<file path="src/rtl/cpu_pkg.sv">
// Shared CPU definitions: datapath width, 5-bit ALU opcodes and the ALU flag bundle.
package cpu_pkg;

  localparam int unsigned WIDTH = 32;

  localparam logic [4:0] OP_AND   = 5'd0;
  localparam logic [4:0] OP_EOR   = 5'd1;
  localparam logic [4:0] OP_SUB   = 5'd2;
  localparam logic [4:0] OP_RSB   = 5'd3;
  localparam logic [4:0] OP_ADD   = 5'd4;
  localparam logic [4:0] OP_ADC   = 5'd5;
  localparam logic [4:0] OP_SBC   = 5'd6;
  localparam logic [4:0] OP_RSC   = 5'd7;
  localparam logic [4:0] OP_TST   = 5'd8;
  localparam logic [4:0] OP_TEQ   = 5'd9;
  localparam logic [4:0] OP_CMP   = 5'd10;
  localparam logic [4:0] OP_CMN   = 5'd11;
  localparam logic [4:0] OP_ORR   = 5'd12;
  localparam logic [4:0] OP_MOV   = 5'd13;
  localparam logic [4:0] OP_BIC   = 5'd14;
  localparam logic [4:0] OP_MVN   = 5'd15;
  localparam logic [4:0] OP_PASSA = 5'd16;
  localparam logic [4:0] OP_PASSB = 5'd17;
  localparam logic [4:0] OP_INC4  = 5'd18;
  localparam logic [4:0] OP_DEC4  = 5'd19;

  typedef struct packed {
    logic n;
    logic z;
    logic c;
    logic v;
  } flags_t;

endpackage

</file>
<file path="src/rtl/alu_ir_mar_datapath_if.sv">
// Control/operand bus between the control unit and the ALU/IR/MAR datapath slice.
interface alu_ir_mar_datapath_if #(
  parameter int unsigned WIDTH = 32
) ();
  logic             ir_ld;
  logic             mar_ld;
  logic [WIDTH-1:0] ir_in;
  logic [WIDTH-1:0] alu_a;
  logic [WIDTH-1:0] alu_b;
  logic [4:0]       op;
  logic             carry;
  logic [WIDTH-1:0] result;
  logic             flag_z;
  logic             flag_n;
  logic             flag_c;
  logic             flag_v;
  logic [WIDTH-1:0] ir_out;
  logic [WIDTH-1:0] mar_out;

  modport master (
    output ir_ld, mar_ld, ir_in, alu_a, alu_b, op, carry,
    input  result, flag_z, flag_n, flag_c, flag_v, ir_out, mar_out
  );

  modport slave (
    input  ir_ld, mar_ld, ir_in, alu_a, alu_b, op, carry,
    output result, flag_z, flag_n, flag_c, flag_v, ir_out, mar_out
  );
endinterface

</file>
<file path="src/rtl/alu_ir_mar_datapath_alu_core.sv">
// Combinational ALU, ARM data-processing opcodes 0-15.
// ALU_EXT_OPS_EN enables opcodes 16-19 (pass A, pass B, A+4, A-4).
module alu_core
  import cpu_pkg::*;
#(
  parameter int unsigned WIDTH = cpu_pkg::WIDTH
) (
  input  logic [WIDTH-1:0] a_i,
  input  logic [WIDTH-1:0] b_i,
  input  logic [4:0]       op_i,
  input  logic             carry_i,
  output logic [WIDTH-1:0] result_o,
  output flags_t           flags_o
);

  logic [WIDTH-1:0] x, y, res;
  logic [WIDTH:0]   sum;
  logic             cin, arith, c, v;

  always_comb begin
    x     = a_i;
    y     = b_i;
    cin   = 1'b0;
    arith = 1'b0;
    res   = '0;
    c     = 1'b0;
    v     = 1'b0;
    // Subtracts are formed as x + ~y + cin so one adder yields NOT-borrow as carry.
    case (op_i)
      OP_AND, OP_TST: begin res = a_i & b_i;  c = carry_i; end
      OP_EOR, OP_TEQ: begin res = a_i ^ b_i;  c = carry_i; end
      OP_ORR:         begin res = a_i | b_i;  c = carry_i; end
      OP_MOV:         begin res = b_i;        c = carry_i; end
      OP_BIC:         begin res = a_i & ~b_i; c = carry_i; end
      OP_MVN:         begin res = ~b_i;       c = carry_i; end
      OP_SUB, OP_CMP: begin y = ~b_i; cin = 1'b1; arith = 1'b1; end
      OP_RSB:         begin x = b_i; y = ~a_i; cin = 1'b1; arith = 1'b1; end
      OP_ADD, OP_CMN: arith = 1'b1;
      OP_ADC:         begin cin = carry_i; arith = 1'b1; end
      OP_SBC:         begin y = ~b_i; cin = carry_i; arith = 1'b1; end
      OP_RSC:         begin x = b_i; y = ~a_i; cin = carry_i; arith = 1'b1; end
`ifdef ALU_EXT_OPS_EN
      OP_PASSA:       begin res = a_i; c = carry_i; end
      OP_PASSB:       begin res = b_i; c = carry_i; end
      OP_INC4:        begin y = WIDTH'(4); arith = 1'b1; end
      OP_DEC4:        begin y = ~WIDTH'(4); cin = 1'b1; arith = 1'b1; end
`endif
      default: ;
    endcase

    sum = {1'b0, x} + {1'b0, y} + {{WIDTH{1'b0}}, cin};
    if (arith) begin
      res = sum[WIDTH-1:0];
      c   = sum[WIDTH];
      v   = (x[WIDTH-1] == y[WIDTH-1]) && (res[WIDTH-1] != x[WIDTH-1]);
    end
  end

  assign result_o  = res;
  assign flags_o.n = res[WIDTH-1];
  assign flags_o.z = (res == '0);
  assign flags_o.c = c;
  assign flags_o.v = v;

endmodule

</file>
<file path="src/rtl/alu_ir_mar_datapath.sv">
// ALU + Instruction Register + Memory Address Register slice of the multicycle CPU.
// Extended opcodes 16-19 are enabled by ALU_EXT_OPS_EN (see alu_core).
module alu_ir_mar_datapath
  import cpu_pkg::*;
#(
  parameter int unsigned WIDTH = cpu_pkg::WIDTH
) (
  input logic                   CLK,
  input logic                   CLR,
  alu_ir_mar_datapath_if.slave  bus
);

  logic [WIDTH-1:0] alu_result;
  flags_t           alu_flags;
  logic [WIDTH-1:0] ir_q, mar_q;

  alu_core #(
    .WIDTH (WIDTH)
  ) u_alu_core (
    .a_i      (bus.alu_a),
    .b_i      (bus.alu_b),
    .op_i     (bus.op),
    .carry_i  (bus.carry),
    .result_o (alu_result),
    .flags_o  (alu_flags)
  );

  always_ff @(posedge CLK or negedge CLR) begin
    if (!CLR) begin
      ir_q  <= '0;
      mar_q <= '0;
    end else begin
      if (bus.ir_ld)  ir_q  <= bus.ir_in;
      if (bus.mar_ld) mar_q <= alu_result;
    end
  end

  assign bus.result  = alu_result;
  assign bus.flag_n  = alu_flags.n;
  assign bus.flag_z  = alu_flags.z;
  assign bus.flag_c  = alu_flags.c;
  assign bus.flag_v  = alu_flags.v;
  assign bus.ir_out  = ir_q;
  assign bus.mar_out = mar_q;

endmodule

</file>
<file path="src/flat_wrapper.sv">
// flat-port wrapper written by rule: the top's interface ports become plain ports
module alu_ir_mar_datapath_flat import cpu_pkg::*;
#(
  parameter int unsigned WIDTH = cpu_pkg::WIDTH
)
  (CLK, CLR, bus_ir_ld, bus_mar_ld, bus_ir_in, bus_alu_a, bus_alu_b, bus_op, bus_carry, bus_result, bus_flag_z, bus_flag_n, bus_flag_c, bus_flag_v, bus_ir_out, bus_mar_out);
  alu_ir_mar_datapath_if #(.WIDTH(WIDTH)) bus_i ();
  input logic CLK;
  input logic CLR;
  input wire logic [$bits(bus_i.ir_ld)-1:0] bus_ir_ld;
  input wire logic [$bits(bus_i.mar_ld)-1:0] bus_mar_ld;
  input wire logic [$bits(bus_i.ir_in)-1:0] bus_ir_in;
  input wire logic [$bits(bus_i.alu_a)-1:0] bus_alu_a;
  input wire logic [$bits(bus_i.alu_b)-1:0] bus_alu_b;
  input wire logic [$bits(bus_i.op)-1:0] bus_op;
  input wire logic [$bits(bus_i.carry)-1:0] bus_carry;
  output wire logic [$bits(bus_i.result)-1:0] bus_result;
  output wire logic [$bits(bus_i.flag_z)-1:0] bus_flag_z;
  output wire logic [$bits(bus_i.flag_n)-1:0] bus_flag_n;
  output wire logic [$bits(bus_i.flag_c)-1:0] bus_flag_c;
  output wire logic [$bits(bus_i.flag_v)-1:0] bus_flag_v;
  output wire logic [$bits(bus_i.ir_out)-1:0] bus_ir_out;
  output wire logic [$bits(bus_i.mar_out)-1:0] bus_mar_out;
  assign bus_i.ir_ld = bus_ir_ld;
  assign bus_i.mar_ld = bus_mar_ld;
  assign bus_i.ir_in = bus_ir_in;
  assign bus_i.alu_a = bus_alu_a;
  assign bus_i.alu_b = bus_alu_b;
  assign bus_i.op = bus_op;
  assign bus_i.carry = bus_carry;
  assign bus_result = bus_i.result;
  assign bus_flag_z = bus_i.flag_z;
  assign bus_flag_n = bus_i.flag_n;
  assign bus_flag_c = bus_i.flag_c;
  assign bus_flag_v = bus_i.flag_v;
  assign bus_ir_out = bus_i.ir_out;
  assign bus_mar_out = bus_i.mar_out;
  alu_ir_mar_datapath #(.WIDTH(WIDTH)) u_core (.CLK(CLK), .CLR(CLR), .bus(bus_i));
endmodule
</file>
<file path="config.mk">
export PLATFORM = sky130hd
export DESIGN_NAME = alu_ir_mar_datapath_flat
export DESIGN_NICKNAME = d
export VERILOG_FILES = /design/src/rtl/cpu_pkg.sv /design/src/rtl/alu_ir_mar_datapath_if.sv /design/src/rtl/alu_ir_mar_datapath_alu_core.sv /design/src/rtl/alu_ir_mar_datapath.sv /design/src/flat_wrapper.sv
export SDC_FILE = /design/constraint.sdc
export NUM_CORES = 1
export LEC_CHECK = 0
export ABC_CLOCK_PERIOD_IN_PS = 7100
export CORE_MARGIN = 2
export CORE_UTILIZATION = 40
export DETAILED_ROUTE_END_ITERATION = 8
export GPL_TIMING_DRIVEN = 0
export PLACE_DENSITY = 0.71
export SLEW_MARGIN = 20
export SYNTH_ARGS = -nofsm -noshare
export SYNTH_HDL_FRONTEND = slang
export SYNTH_SLANG_ARGS = --single-unit
export TNS_END_PERCENT = 10
</file>
<file path="constraint.sdc">
create_clock -name CLK -period 7.1 [get_ports CLK]
set_input_delay 1.42 -clock CLK [delete_from_list [all_inputs] [get_ports CLK]]
set_output_delay 1.42 -clock CLK [all_outputs]
set_load 0.03 [all_outputs]
</file>
==> summary.md, run 1 <==
| Metric | Value |
|---|---|
| CTS tree | built |
| Hold Vio Cnt, Final | 0 |
| Synth Cell Area | between 0.007 and 0.008 mm2 |
| Antenna Nets Post-Route | 0 |
| Post-route clock period utilization | 98.1% |
| Initial antenna violation count | 0 |
| Gpl congestion | roughly 0.96 |
| Cells after Synth | about 1.0k |
| Synth warn | 0 |
| First-pass GRT wire length | between 40 and 50 mm |
| CTS max path bufs | 2 |
| Count of final setup violators | 0 |
| Vias in the first global route | between 8k and 9k |
| Worst Path Arrival | around 5.5 ns |
| Register area share after synthesis | 21.0% |
| DIE AREA | a little over 0.02 mm2 |
| Clock sinks | 64 |
| Worst setup margin | about 0.14 ns |
| Number of inserted diodes | 0 |
| Hold crit path type | flip-flop to flip-flop |
| Standard-cell rows | 50 |
| Cells taking the most area after synthesis | dfrtp_1, ha_1, o21ai_0, mux2_2, nand2_1 |
| Startpoint Class | input pin |
| Worst-path clk slew | around 0.050 ns |
| Pwr per Cell Area | 176 mW/mm2 |
| # hold bufs at CTS | 0 |
| M3 GR Usage | between 4 and 5% |
| LEAKAGE | about 4.7 nW |
| Max-Cap Viols | 0 |
| Die Ht | roughly 140 um |
| Flops & latches, synth | 64 |
| Iteration-0 DRC Markers | 871 |
| Hpwl dp | 22.9 mm |
| Distinct cells, synth | just under 80 |
| Area after DPL | between 0.01 and 0.015 mm2 |
| I/O pins | between 200 and 250 |
| Core Area | approximately 0.019 mm2 |
| Max FO, Critical Path | 10 |
| Syn-to-layout area delta | 41.7% |
| CTS Buf Count | 9 |
| Worst slew margin relative to its limit | a little under a fifth |
| Routed vias | ~9.0k |
| GRT Overall Usage | 28.9% |
| Hold_ws | roughly 0.50 ns |
| Synth cell count leaders | o21ai_0, nand2_1, inv_1 |
| Post-route DRC | 0 |
| H-tree levels | 3 |
| Largest net degree at the start of global routing | 50 |
| Nets@finish | ~1.4k |
| Area share of the largest cell type after synthesis | around a fifth |
| Drt wl/cell | between 15 and 20 um |
| Final min period | between 6 and 7 ns |
| CP Capture Type | output pin |
| Worst-Skew Late Latency | between 0.3 and 0.4 ns |
| Placement Setup Slack | -1.92 ns |
| Drt pass-1 iters | 5 |
| Gr busiest metal | met2 |
| Routed WL | ~30 mm |
| Fin util | about 58% |
| Asr flop ratio synth | 100% |
| Final Skew | 0 ns |
| Post-synth EDFFs | 0 |
| Crit path required time | about 5.7 ns |
| Share of cells above drive strength 1 | about 15% |
| Maximum clock frequency | between 100 and 150 MHz |
| Syn Area/Cell | between 7 and 8 um2 |
| M1 GR Usage | ~38% |
| Global route total overflow | 0 |
| Starting Density | approximately two fifths |
| Routed vias/inst | 5.97 |
| Die width | around 140 um |
| Status | completed |
| M2 GR Usage | around 47% |
| Max IR drop VDD | 0.152 mV |
| Max-slew violations | 0 |
| Worst-Margin Slew | ~1.2 ns |
| IO buf count | 202 |
| Top-count cell post-synth | o21ai_0 |
| Post-layout power | approximately 1.9 mW |
| Area leader, netlist | dfrtp_1 |
| Most used DFF post-synth | dfrtp_1 |
| Clock root buffer master | clkbuf_16 |
| Design area | roughly 0.011 mm2 |
| Critical path type | input pin to output pin |
| Post-synth net total | 1208 |
layout make-up:
class / count / area [um2]
Buffer: 56 / 334
Clock buffer: 10 / 239
Clock inverter: 6 / 35.0
Fill cell: 1773 / 7910
Inverter: 87 / 327
Multi-Input combinational cell: 824 / 5700
Sequential cell: 64 / 1600
Tap cell: 234 / 293
Timing Repair Buffer: 233 / 2270
where the power goes:
part	leakage [nW]	switching (mW)	internal [mW]
clock	0.134	0.155	0.243
sequential	0.772	0.0261	0.417
combinational	3.83	0.620	0.437
through the flow:
| stage | setup TNS, ns | cells |
|---|---|---|
| final | 0 | 1514 |
| after global routing | -0.132 | 1514 |
| after CTS | -0.477 | 1502 |
| after detailed placement | -36.57 | 1474 |
| after global placement | -35.39 | 1473 |
| after floorplan | 0 | 1037 |
worst max-delay path: stages:
cell	delay (ns)
dlymetal6s2s_1	0.16
buf_8	0.15
nor2_4	0.14
clkbuf_8	0.16
nand3_2	0.13
nand2_4	0.12
clkbuf_8	0.18
nand2_1	0.06
o21ai_0	0.07
o21ai_1	0.10
ha_1	0.37
buf_4	0.17
a221oi_4	0.26
buf_6	0.17
a21oi_1	0.09
or4_1	0.42
a31o_4	0.27
nor4_2	0.29
and4_4	0.28
nand4_1	0.18
nor3_4	0.18
buf_6	0.15
flip-flops by register name (all words and copies together) (netlist names):
signal	count
u_core.bus.mar_out	32
u_core.bus.ir_out	32
cells by family (layout without fill, tap and decap cells):
group,count (synthesis),after routing,synth area share [%]
buffers and inverters,149,392,7.62
flip-flops,64,64,21.0
adder cells (fa/ha/maj),65,65,10.9
AO/OA/AOI/OAI,353,353,29.4
AND/OR/NAND/NOR,322,322,19.6
XOR/XNOR,25,25,2.87
multiplexers,59,59,8.59
cells in the final DEF, fill, tap and decap left out, types with 17 or more instances in the layout:
cell type,instances
clkbuf_1,24
o21ai_0,134
ha_1,59
clkdlybuf4s50_1,182
a21oi_1,65
mux2_2,51
buf_4,30
nand2_1,134
nor3_1,21
xor2_1,17
inv_1,86
dfrtp_1,64
nor2_1,66
path summary, 6_finish.rpt:
check / startpoint / endpoint / slack (ns) / cells after the start
worst max-delay path: bus_op[4] / bus_flag_z / 0.14 / 22
worst min-delay path: u_core.bus.ir_out[26] / u_core.bus.ir_out[26] / 0.50 / 1
worst max register to register: u_core.bus.ir_out[21] / u_core.bus.ir_out[21] / 6.34 / 1
worst min register to register: u_core.bus.ir_out[26] / u_core.bus.ir_out[26] / 0.50 / 1
max in group asynchronous: CLR / u_core.bus.mar_out[25] / 5.64 / 2
min in group asynchronous: CLR / u_core.bus.mar_out[6] / 0.96 / 1
per-layer routing:
| layer | wire [um] | vias to the layer above | part of all wire, % |
|---|---|---|---|
| met1 | 11800 | 4233 | 40 |
| met3 | 2550 | 105 | 8.6 |
| met4 | 1380 | 0 | 4.6 |
| met2 | 13900 | 478 | 47 |
| met5 | 0 | - | 0 |
| li1 | - | 4229 | - |
timing repair:
| action | in CTS | in global routing |
|---|---|---|
| setup buffers | 17 | 13 |
| resized for setup | 90 | 60 |
| setup endpoints to repair | 35 | 23 |
| pin swaps | 16 | 19 |
| hold endpoints to repair | 0 | 0 |
No activity file was read; power rests on OpenSTA's default activity.
==> run 2: changes to the inputs <==
--- a/config.mk
+++ b/config.mk
@@ -6,7 +6,7 @@
 export NUM_CORES = 1
 export LEC_CHECK = 0
 export ABC_CLOCK_PERIOD_IN_PS = 7100
-export CORE_MARGIN = 2
+export CORE_MARGIN = 3
 export CORE_UTILIZATION = 40
 export DETAILED_ROUTE_END_ITERATION = 8
 export GPL_TIMING_DRIVEN = 0
==> summary.md, run 2 (synthesis results as in run 1) <==
| Metric | Value |
|---|---|
| Flop pwr share | 22.7% |
| Int Pwr | 1.15 mW |
| Initial antenna violation count | 0 |
| Sw Share | between 40% and 50% |
| Area after DPL | between 0.01 and 0.015 mm2 |
| Max-Cap Viols | 0 |
| # hold bufs at CTS | 0 |
| Routed vias | between 8k and 9k |
| Die Ht | ~140 um |
| Standard-cell rows | 49 |
| Max-slew violations | 0 |
| Syn-to-layout area delta | 43.3% |
| Post-route clock period utilization | between 90% and 100% |
| CTS max path bufs | 2 |
| Post-layout power | approximately 2 mW |
| Global route total overflow | 0 |
| Gpl congestion | 0.946 |
| Number of inserted diodes | 0 |
| Critical path's most frequent cell | buf_8 |
| LEAKAGE | 4.80 nW |
| Worst slew margin relative to its limit | approximately 33% |
| Status | completed |
| Peak per-stage delay on the critical path | around 0.4 ns |
| IO buf count | about 200 |
| I/O pins | just over 200 |
| DIE AREA | 0.0207 mm2 |
| Max IR drop VDD | 0.136 mV |
| Largest net degree at the start of global routing | 46 |
| Worst Path Arrival | between 5 and 6 ns |
| Nets@finish | 1457 |
| Critical path type | input pin to output pin |
| Startpoint Class | input pin |
| Final Skew | 0 ns |
| Fin util | between 50% and 60% |
| Worst-Margin Slew | between 0.9 and 1 ns |
| Antenna Nets Post-Route | 0 |
| Comb power frac | between 50% and 60% |
| Commonest non-fill, non-tap cell in the layout | clkdlybuf4s50_1 |
| Maximum clock frequency | 142 MHz |
| CTS tree | built |
| Design area | between 0.01 and 0.015 mm2 |
| Final min period | 7.03 ns |
| CTS Buf Count | 9 |
| Hold Vio Cnt, Final | 0 |
| Crit path required time | between 5 and 6 ns |
| Depth of the worst hold-timing path | 1 |
| Drt pass-1 iters | 7 |
| Pwr per Cell Area | ~180 mW/mm2 |
| Routed vias/inst | between 5 and 6 |
| Max FO, Critical Path | 10 |
| Vias in the first global route | roughly 8.4k |
| Worst path slowest cell | or4_1 |
| CP Cell Sequence | dlymetal6s2s_1 -> buf_8 -> nor2_4 -> clkbuf_8 -> nand3_4 -> nand2_4 -> buf_8 -> nand2_1 -> o21ai_0 -> o21ai_1 -> ha_1 -> and2_4 -> a221oi_4 -> buf_4 -> a21oi_1 -> or4_1 -> a31o_2 -> nor4_1 -> and4_2 -> nand4_1 -> nor3_4 -> buf_6 |
| Reg2Reg Setup Slack | around 6.3 ns |
| Switching power | 0.801 mW |
| Fillcell total | between 1.5k and 2k |
| Starting Density | between 40% and 50% |
| GRT Overall Usage | 27.8% |
| Hold crit path type | flip-flop to flip-flop |
| Hpwl dp | approximately 23 mm |
| Clock sinks | between 60 and 70 |
| Count of final setup violators | 0 |
| Core Area | 0.0183 mm2 |
| Worst-Skew Late Latency | 0.32 ns |
| Drt wl/cell | 19.6 um |
| Clock root buffer master | clkbuf_16 |
| Routed WL | between 20 and 30 mm |
| Post-route DRC | 0 |
| Iteration-0 DRC Markers | a little under 800 |
| Clock power share | ~23% |
| Worst R2R Path Depth | 1 |
| Share of cells above drive strength 1 | 15.4% |
| CP Capture Type | output pin |
| First-pass GRT wire length | ~46 mm |
| Die width | between 100 and 150 um |
| H-tree levels | 3 |
| Commonest cells after routing, fill and taps aside | clkdlybuf4s50_1, o21ai_0, nand2_1 |
| Worst-path clk slew | 0.05 ns |
run 2: power groups by stage:
stage / Clock (mW) / Combinational [mW] / Sequential [mW]
3_3_place_gp: 0 / 0.984 / 0.447
6_report: 0.440 / 1.07 / 0.444
5_1_grt: 0.464 / 1.14 / 0.451
3_5_place_dp: 0 / 0.993 / 0.450
2_1_floorplan: 0 / 0.490 / 0.553
4_1_cts: 0.448 / 1.04 / 0.444
run 2: area by class of cell:
| cell class | instances | area (um2) | share of cell area (%) |
|---|---|---|---|
| tap | 229 | 287 | 2.62 |
| multi-input combinational | 824 | 5720 | 52.4 |
| clock inverter | 3 | 40.0 | 0.367 |
| sequential | 64 | 1600 | 14.7 |
| timing repair buffer | 245 | 2360 | 21.6 |
| inverter | 87 | 327 | 2.99 |
| buffer | 55 | 330 | 3.03 |
| clock buffer | 13 | 260 | 2.38 |
run 2: stage by stage:
stage / TNS, ns / cells / hold WS (ns) / setup slack [ns]
after floorplan: 0 / 1037 / 0.674 / 0.00185
after global placement: -38.56 / 1468 / 0.488 / -2.13
after detailed placement: -37.71 / 1469 / 0.494 / -2.12
after CTS: -0.386 / 1507 / 0.505 / -0.195
after global routing: -0.0360 / 1520 / 0.511 / -0.0360
final: 0 / 1520 / 0.503 / 0.0720
run 2: critical path, delay by kind of cell:
family          cells  cell delay (ns)
buf+inv             6             0.95
simple gates       10             1.99
fa+ha+maj           1             0.35
compound gates      5             0.88
run 2: worst paths after layout:
check	from	end
min	u_core.bus.ir_out[11]	u_core.bus.ir_out[11]
min in group asynchronous	CLR	u_core.bus.ir_out[10]
max reg2reg	u_core.bus.mar_out[9]	u_core.bus.mar_out[9]
min reg2reg	u_core.bus.ir_out[11]	u_core.bus.ir_out[11]
max in group asynchronous	CLR	u_core.bus.mar_out[11]
max	bus_op[4]	bus_flag_z
run 2: routing by layer:
layer	vias up	GRT usage (%)	part of all wire, %
li1	4258	-	-
met5	-	0	0
met4	0	12.4	4.3
met2	467	44.1	46
met3	81	4.79	8.4
met1	4134	37.2	41
run 2: repair_timing:
item                       4_1_cts  5_1_grt
setup endpoints to repair       34       23
resized for setup               92       50
pin swaps                       21       29
setup buffers                   27       15
==> run 3: changes to the inputs <==
--- a/config.mk
+++ b/config.mk
@@ -7,10 +7,12 @@
 export LEC_CHECK = 0
 export ABC_CLOCK_PERIOD_IN_PS = 7100
 export CORE_MARGIN = 3
-export CORE_UTILIZATION = 40
+export CORE_UTILIZATION = 60
 export DETAILED_ROUTE_END_ITERATION = 8
+export DONT_BUFFER_PORTS = 1
 export GPL_TIMING_DRIVEN = 0
-export PLACE_DENSITY = 0.71
+export PLACE_DENSITY = 0.79
+export SETUP_SLACK_MARGIN = 0.1
 export SLEW_MARGIN = 20
 export SYNTH_ARGS = -nofsm -noshare
 export SYNTH_HDL_FRONTEND = slang
==> summary.md, run 3 (synthesis results as in run 1) <==
| Metric | Value |
|---|---|
| Placement Setup Slack | -0.904 ns |
| Critical path type | input pin to output pin |
| CTS tree | built |
| Area after DPL | 0.00792 mm2 |
| # hold bufs at CTS | 0 |
| IO buf count | 0 |
| CP Capture Type | output pin |
| Crit path required time | about 5.7 ns |
| Startpoint Class | input pin |
| Clock root buffer master | clkbuf_16 |
| Die Ht | ~120 um |
| Standard-cell rows | 40 |
| Final Skew | 0 ns |
| Gpl congestion | 0.987 |
| Max-Cap Viols | 0 |
| Antenna Nets Post-Route | 0 |
| Count of final setup violators | 0 |
| Hpwl dp | roughly 20 mm |
| Routed WL | 28.1 mm |
| Final cell count without fillers | between 1k and 1.5k |
| Iteration-0 DRC Markers | between 1k and 1.5k |
| Number of inserted diodes | 0 |
| Final min period | 7.01 ns |
| Post-route clock period utilization | a little over nine tenths |
| Drt pass-1 iters | 7 |
| Syn-to-layout area delta | 18.0% |
| Hold_ws | ~0.71 ns |
| Commonest cells after routing, fill and taps aside | o21ai_0, nand2_1, inv_1 |
| Starting Density | just over 60% |
| LEAKAGE | between 4 and 5 nW |
| Hold Vio Cnt, Final | 0 |
| Share of cells above drive strength 1 | between 15 and 20% |
| Routed vias | roughly 8.6k |
| Design area | ~0.009 mm2 |
| Worst R2R Path Depth | 1 |
| Commonest non-fill, non-tap cell in the layout | o21ai_0 |
| Worst-Margin Slew | between 1 and 1.5 ns |
| DIE AREA | ~0.014 mm2 |
| Status | completed |
| Hold crit path type | flip-flop to flip-flop |
| Worst-Skew Late Latency | roughly 0.33 ns |
| Initial antenna violation count | 0 |
| Pwr per Cell Area | roughly 200 mW/mm2 |
| Core Area | 0.0122 mm2 |
| Nets@finish | around 1.3k |
| Die width | 119 um |
| Max IR drop VDD | about 0.24 mV |
| CTS Buf Count | 9 |
| H-tree levels | 3 |
| First-pass GRT wire length | about 43 mm |
| Drt wl/cell | between 20 and 25 um |
| Cell total after placement | around 1.2k |
| Routed vias/inst | roughly 6.8 |
| Fin util | 73.7% |
| Worst Path Arrival | ~5.6 ns |
| I/O pins | 206 |
| Worst path slowest cell | nand3b_1 |
| CP delay by family, top | simple AND/OR/NAND/NOR gates |
| Crit path depth | 19 |
| CP Cell Sequence | buf_12 -> nor2b_4 -> nand3b_1 -> buf_8 -> o22ai_4 -> a31oi_4 -> fa_2 -> inv_2 -> fa_2 -> a211oi_2 -> o31a_1 -> buf_6 -> or3_4 -> a31oi_4 -> a2111oi_2 -> nand3b_1 -> nor4_2 -> nand4_1 -> nor3_4 |
| Largest net degree at the start of global routing | 65 |
| Depth of the worst hold-timing path | 2 |
| Setup TNS | 0 ns |
| Worst-path clk slew | roughly 0.060 ns |
| GRT Overall Usage | around two fifths |
| Vias in the first global route | around 8.2k |
| Clock sinks | 64 |
| CTS max path bufs | 2 |
| Post-route DRC | 0 |
| Peak per-stage delay on the critical path | around 0.46 ns |
| Maximum clock frequency | between 100 and 150 MHz |
| Max FO, Critical Path | 6 |
| Worst path buffer plus inverter count | 4 |
| Post-layout power | 1.80 mW |
| Worst slew margin relative to its limit | between 20% and 30% |
| RSZ-0062 raised after global routing | yes |
| Global route total overflow | 0 |
| Max-slew violations | 0 |
| Worst setup margin | between 0.08 and 0.09 ns |
run 3: final cells by class:
| type | count | area [um2] |
|---|---|---|
| multi-input combinational | 824 | 5750 |
| fill | 1002 | 3220 |
| sequential | 64 | 1600 |
| timing repair buffer | 49 | 383 |
| buffer | 57 | 374 |
| inverter | 87 | 327 |
| clock buffer | 9 | 225 |
| tap | 168 | 210 |
| clock inverter | 7 | 128 |
run 3: metal layers:
metal	global-route usage [%]	vias to the layer above	wire length [um]
met3	10.6	149	3210
met1	46.4	3965	10100
met4	19.6	0	1850
met2	62.1	583	12900
met5	0	-	0
li1	-	3874	-
run 3: path summary, 6_finish.rpt:
check	start	end	slack [ns]
setup reg to reg	u_core.bus.ir_out[17]	u_core.bus.ir_out[17]	6.14
max in group asynchronous	CLR	u_core.bus.mar_out[27]	6.22
setup / recovery	bus_op[4]	bus_flag_z	0.09
hold / removal	u_core.bus.mar_out[25]	u_core.bus.mar_out[25]	0.71
min in group asynchronous	CLR	u_core.bus.ir_out[29]	0.78
hold reg to reg	u_core.bus.mar_out[25]	u_core.bus.mar_out[25]	0.71
run 3: repair_timing:
action | 4_1_cts | 5_1_grt
endpoints found under the setup margin | 21 | 7
setup buffers | 33 | 15
gates resized for setup | 63 | 50
pin swaps | 30 | 30
run 3: report_power, final:
part / switching, mW / internal (mW)
Clock: 0.173 / 0.348
Combinational: 0.446 / 0.270
Sequential: 0.148 / 0.415
